--- src/rtl/rf_pkg.sv ---
// rtl/rf_pkg.sv - shared register-file constants, types and index helper
package rf_pkg;

  localparam int REG_WIDTH      = 32;
  localparam int REG_ADDR_WIDTH = 5;
  localparam int REG_COUNT      = 32;
  localparam logic [REG_ADDR_WIDTH-1:0] ZERO_REG = 5'd0;

  typedef logic [REG_ADDR_WIDTH-1:0] reg_addr_t;
  typedef logic [REG_WIDTH-1:0]      reg_data_t;

  // Next index in a ring of n requesters.
  function automatic int wrap_inc(input int idx, input int n);
    return (idx + 1 >= n) ? 0 : idx + 1;
  endfunction

endpackage

--- src/rtl/rr_arbiter.sv ---
// rtl/rr_arbiter.sv - one-hot round-robin arbiter owning the last_grant pointer
// The search starts one past the previous winner; reset favours requester 0.
module rr_arbiter
  import rf_pkg::*;
#(
  parameter int N = 3
) (
  input  logic         clk,
  input  logic         rst_n,
  input  logic [N-1:0] req,
  output logic [N-1:0] grant
);

  localparam int IW = (N > 1) ? $clog2(N) : 1;

  logic [IW-1:0] last_grant;
  logic [IW-1:0] grant_idx;
  logic          found;
  int            cur;

  always_comb begin
    grant     = '0;
    grant_idx = last_grant;
    found     = 1'b0;
    cur       = int'(last_grant);
    for (int k = 0; k < N; k++) begin
      cur = wrap_inc(cur, N);
      if (!found && req[IW'(cur)]) begin
        grant[IW'(cur)] = 1'b1;
        grant_idx       = IW'(cur);
        found           = 1'b1;
      end
    end
  end

  always_ff @(posedge clk or negedge rst_n) begin
    if (!rst_n) begin
      last_grant <= IW'(N - 1);
    end else if (|grant) begin
      last_grant <= grant_idx;
    end
  end

endmodule

--- src/rtl/regfile_wb_arbiter.sv ---
// rtl/regfile_wb_arbiter.sv - shares the register-file write port between NUM_REQ writeback sources
// Define RFARB_FWD_EN to add the fwd_addr/fwd_hit/fwd_data bypass ports.
module regfile_wb_arbiter
  import rf_pkg::*;
#(
  parameter int NUM_REQ        = 3,
  parameter int REG_WIDTH      = rf_pkg::REG_WIDTH,
  parameter int REG_ADDR_WIDTH = rf_pkg::REG_ADDR_WIDTH
) (
  input  logic                                clk,
  input  logic                                rst_n,
  input  logic [NUM_REQ-1:0]                  req_valid,
  output logic [NUM_REQ-1:0]                  req_ready,
  input  logic [NUM_REQ*REG_ADDR_WIDTH-1:0]   req_addr,
  input  logic [NUM_REQ*REG_WIDTH-1:0]        req_data,
  output logic                                wr_en,
  output logic [REG_ADDR_WIDTH-1:0]           wr_addr,
  output logic [REG_WIDTH-1:0]                wr_data,
  output logic                                busy
`ifdef RFARB_FWD_EN
  ,
  input  logic [REG_ADDR_WIDTH-1:0]           fwd_addr,
  output logic                                fwd_hit,
  output logic [REG_WIDTH-1:0]                fwd_data
`endif
);

  localparam logic [REG_ADDR_WIDTH-1:0] ZERO_ADDR = REG_ADDR_WIDTH'(ZERO_REG);

  logic [NUM_REQ-1:0]        buf_full;
  logic [REG_ADDR_WIDTH-1:0] buf_addr [NUM_REQ];
  logic [REG_WIDTH-1:0]      buf_data [NUM_REQ];
  logic [REG_ADDR_WIDTH-1:0] in_addr  [NUM_REQ];
  logic [REG_WIDTH-1:0]      in_data  [NUM_REQ];
  logic [NUM_REQ-1:0]        grant;
  logic [NUM_REQ-1:0]        accept;
  logic [NUM_REQ-1:0]        load;
  logic [REG_ADDR_WIDTH-1:0] sel_addr;
  logic [REG_WIDTH-1:0]      sel_data;

  for (genvar g = 0; g < NUM_REQ; g++) begin : g_unpack
    assign in_addr[g] = req_addr[g*REG_ADDR_WIDTH +: REG_ADDR_WIDTH];
    assign in_data[g] = req_data[g*REG_WIDTH +: REG_WIDTH];
    // A handshake to r0 completes but never occupies the buffer.
    assign load[g]    = accept[g] && (in_addr[g] != ZERO_ADDR);
  end

  rr_arbiter #(
    .N (NUM_REQ)
  ) u_arb (
    .clk   (clk),
    .rst_n (rst_n),
    .req   (buf_full),
    .grant (grant)
  );

  // Grant comes from registered state only, so ready never depends on valid.
  assign req_ready = ~buf_full | grant;
  assign accept    = req_valid & req_ready;

  always_comb begin
    sel_addr = '0;
    sel_data = '0;
    for (int i = 0; i < NUM_REQ; i++) begin
      sel_addr |= buf_addr[i] & {REG_ADDR_WIDTH{grant[i]}};
      sel_data |= buf_data[i] & {REG_WIDTH{grant[i]}};
    end
  end

  always_ff @(posedge clk or negedge rst_n) begin
    if (!rst_n) begin
      buf_full <= '0;
      for (int i = 0; i < NUM_REQ; i++) begin
        buf_addr[i] <= '0;
        buf_data[i] <= '0;
      end
    end else begin
      for (int i = 0; i < NUM_REQ; i++) begin
        if (load[i]) begin
          buf_full[i] <= 1'b1;
          buf_addr[i] <= in_addr[i];
          buf_data[i] <= in_data[i];
        end else if (grant[i]) begin
          buf_full[i] <= 1'b0;
        end
      end
    end
  end

  always_ff @(posedge clk or negedge rst_n) begin
    if (!rst_n) begin
      wr_en   <= 1'b0;
      wr_addr <= '0;
      wr_data <= '0;
    end else begin
      wr_en <= |grant;
      if (|grant) begin
        wr_addr <= sel_addr;
        wr_data <= sel_data;
      end
    end
  end

  assign busy = (|buf_full) || wr_en;

`ifdef RFARB_FWD_EN
  assign fwd_hit  = wr_en && (wr_addr == fwd_addr) && (fwd_addr != ZERO_ADDR);
  assign fwd_data = fwd_hit ? wr_data : '0;
`endif

endmodule

--- config.mk ---
export PLATFORM = sky130hd
export DESIGN_NAME = regfile_wb_arbiter
export DESIGN_NICKNAME = d
export VERILOG_FILES = /design/src/rtl/rf_pkg.sv /design/src/rtl/rr_arbiter.sv /design/src/rtl/regfile_wb_arbiter.sv
export SDC_FILE = /design/constraint.sdc
export NUM_CORES = 1
export LEC_CHECK = 0
export CORE_ASPECT_RATIO = 1.1
export CORE_UTILIZATION = 49
export DETAILED_ROUTE_END_ITERATION = 8
export PLACE_DENSITY = 0.84
export SLEW_MARGIN = 10
export SYNTH_ARGS = -nofsm -noshare
export SYNTH_HDL_FRONTEND = slang
export SYNTH_SLANG_ARGS = --single-unit
--- constraint.sdc ---
create_clock -name clk -period 3.1 [get_ports clk]
set_clock_uncertainty 0.15 [all_clocks]
set_input_delay 0.31 -clock clk [delete_from_list [all_inputs] [get_ports clk]]
set_output_delay 0.31 -clock clk [all_outputs]
set_load 0.05 [all_outputs]
==> metrics.md <==
| Metric | Value |
|---|---|
| Unique masters post-synth | `27` |
| Crit Path Category | `register to register` |
| Max-cap viol count | `0` |
| Final min period | `2870 ps` |
| Post-synthesis sequential area ratio | `0.605` |
| Max Fclk | `0.348 GHz` |
| Synth Register Bits | `117` |
| Slew Limit Fails | `0` |
| Area share of the largest cell type after synthesis | `0.599` |
| Post-CTS setup buffers | `0` |
| Status | `finished clean` |
| Area leader, netlist | `dfrtp_1` |
| Clk_lat worst skew | `510 ps` |
| Die width | `96.8 µm` |
| DR vias/cell | `5.57` |
| Critical Path Source | `u_arb.last_grant[1]$_DFFE_PN1P_` |
| First-pass GRT wire length | `18.3 mm` |
| Largest cells by area after synthesis | `dfrtp_1 (60%), mux2_4 (9.6%), a22o_1 (8.5%), mux2_2 (7.7%), a21o_1 (5.7%)` |
| Starting Density | `0.510` |
| Syn Inst Count | `323` |
| CP Max Fanout | `25` |
| Synthesized Nets | `439` |
| Min Hold Slack | `197 ps` |
| Count leader, synth | `dfrtp_1` |
| Drt total wl | `11.1 mm` |
| Ys async rst share | `1.00` |
| ANT nets after route | `0` |
| Pwr Density | `588 nW/µm²` |
| YS warnings | `0` |
| Num CTS Buffers | `17` |
| Post-synthesis average cell area | `15.0 µm²` |
| Die height | `106 µm` |
| Clock Pin Slew Worst Setup and Hold Paths | `60 ps` |
| HPWL after detailed placement | `7.21 mm` |
| Antenna violations before repair | `0` |
| First drt pass iteration count | `5` |
| Crit path capture type | `register` |
| Die area | `10300 µm²` |
| GRT overflow | `0` |
| Primary FF master, synth | `dfrtp_1` |
| Synth top cells by count | `dfrtp_1 (116), a22o_1 (47), a21o_1 (37)` |
| Fillers | `642` |
| Max VDD drop | `0.000293 V` |
| GP Congestion | `0.795` |
| Drt wl/cell | `18.9 µm` |
| Share of layout cells above drive strength 1 | `0.242` |
| Worst Hold Class | `input port to async pin` |
| Slew Limit Headroom | `0.248` |
| Critical Path AT | `3120 ps` |
| Final Hold Fails | `0` |
| PostCTS Resize Cnt | `0` |
| N_diodes | `0` |
| CORE AREA | `9490 µm²` |
| Area Growth Syn to Fin | `41.9%` |
| Fin nets | `576` |
| LEAKAGE | `0.00337 µW` |
| DRC errors left | `0` |
| Crit share post-route | `0.927` |
| DRT iter0 DRCs | `93` |
| Clk sinks | `117` |
| Max clock buf depth | `2` |
| Slew @ Worst Pin | `1130 ps` |
| Netlist Area Pre-Place | `4840 µm²` |
| Post-cts hold buffer count | `1` |
| Overall via count from detail_route | `3282` |
| Post-synth EDFFs | `0` |
| Critical path startpoint category | `register` |
| Reg-to-Reg Start | `u_arb.last_grant[1]$_DFFE_PN1P_` |
| CTS tree | `done` |
| Setup_tns | `0 ps` |
| # IOs | `158` |
| Worst EP required | `3350 ps` |
| Global Route Usage Sum | `0.234` |
| # setup viols final | `0` |
| Vias in the first global route | `3546` |
| Largest net degree at the start of global routing | `46` |
| Port bufs | `125` |
| Root Driver | `clkbuf_8` |
| # H-tree levels | `4` |
| RSZ-0062 raised after global routing | `false` |
| Floorplan row count | `37` |
| Final core occ | `0.724` |
[cells in the final DEF (no fill, tap or decap), types with 2 or more instances in the layout]
cell | Yosys | layout
nor2b_4 | 0 | 2
nand2b_1 | 4 | 4
mux2_4 | 31 | 31
dfrtp_1 | 116 | 116
clkbuf_1 | 4 | 3
clkdlybuf4s50_1 | 0 | 124
or4_1 | 2 | 2
a22o_1 | 47 | 47
buf_4 | 0 | 12
inv_1 | 3 | 3
nor2_1 | 6 | 5
a21o_1 | 37 | 37
mux2_2 | 33 | 33
clkbuf_8 | 0 | 4
bufinv_16 | 0 | 5
clkbuf_16 | 0 | 16
o21ai_0 | 3 | 3
nor2b_1 | 5 | 3
nand2_1 | 6 | 6
[area by class of cell]
class	instances	area, µm²	area share
inverters	3	11.3	0.00164
well taps	117	146	0.0213
clock inverters	8	171	0.0249
flip-flops and latches	117	2930	0.426
multi-input cells	183	1790	0.260
clock buffers	23	467	0.0679
repair buffers	138	1360	0.198
[routing by layer]
layer | global-route usage | up-vias | routed length [µm]
li1 | - | 1469 | -
met1 | 0.299 | 1683 | 4790
met2 | 0.379 | 113 | 5600
met3 | 0.0565 | 17 | 496
met4 | 0.108 | 0 | 221
met5 | 0 | - | 0
[power by group]
group | total [µW] | leakage [µW] | switching (µW) | internal [µW]
clock | 2100 | 0.000308 | 651 | 1450
sequential | 1680 | 0.00149 | 53.7 | 1620
combinational | 268 | 0.00156 | 77.3 | 191
total | 4040 | 0.00337 | 782 | 3260
[final timing paths]
kind | endpoint | slack, ps | depth (start not counted)
min | buf_data[92]$_DFFE_PN0P_ | 200 | 2
min in group clk | buf_full[2]$_DFFE_PN0P_ | 220 | 3
min reg2reg | wr_data[9]$_DFFE_PN0P_ | 320 | 1
max in group asynchronous | u_arb.last_grant[1]$_DFFE_PN1P_ | 1780 | 3
max | buf_data[32]$_DFFE_PN0P_ | 230 | 5
max reg2reg | buf_data[32]$_DFFE_PN0P_ | 230 | 5
[state kept, by name (all words and copies together) (netlist names)]
| register | cells |
|---|---|
| buf_full | 3 |
| buf_data | 64 |
| wr_addr | 5 |
| buf_addr | 10 |
| wr_en | 1 |
| u_arb.last_grant | 2 |
| wr_data | 32 |
[critical path, stage by stage, from the launching register on]
cell and delay, ps:
dfstp_2 580, nor2b_1 110, o221ai_1 220, nor2b_4 950, buf_4 370, mux2_2 350
[through the flow]
stage / setup slack (ps) / cells / total power [µW] / instance area (µm²)
floorplan: 440 / 323 / 1800 / 4840
global placement: 260 / 557 / 1960 / 6220
detailed placement: 196 / 557 / 1970 / 6220
CTS: 206 / 589 / 4070 / 6870
global route: 71.7 / 589 / 4170 / 6870
finish: 228 / 589 / 4040 / 6870
[cells by family after synthesis]
kind of cell / after synthesis / share of synthesized area
mux: 64 / 0.173
compound gates: 92 / 0.155
buf+inv: 23 / 0.0369
simple gates: 27 / 0.0302
flops: 117 / 0.605
Note: power is estimated with default switching activity, not from simulation.
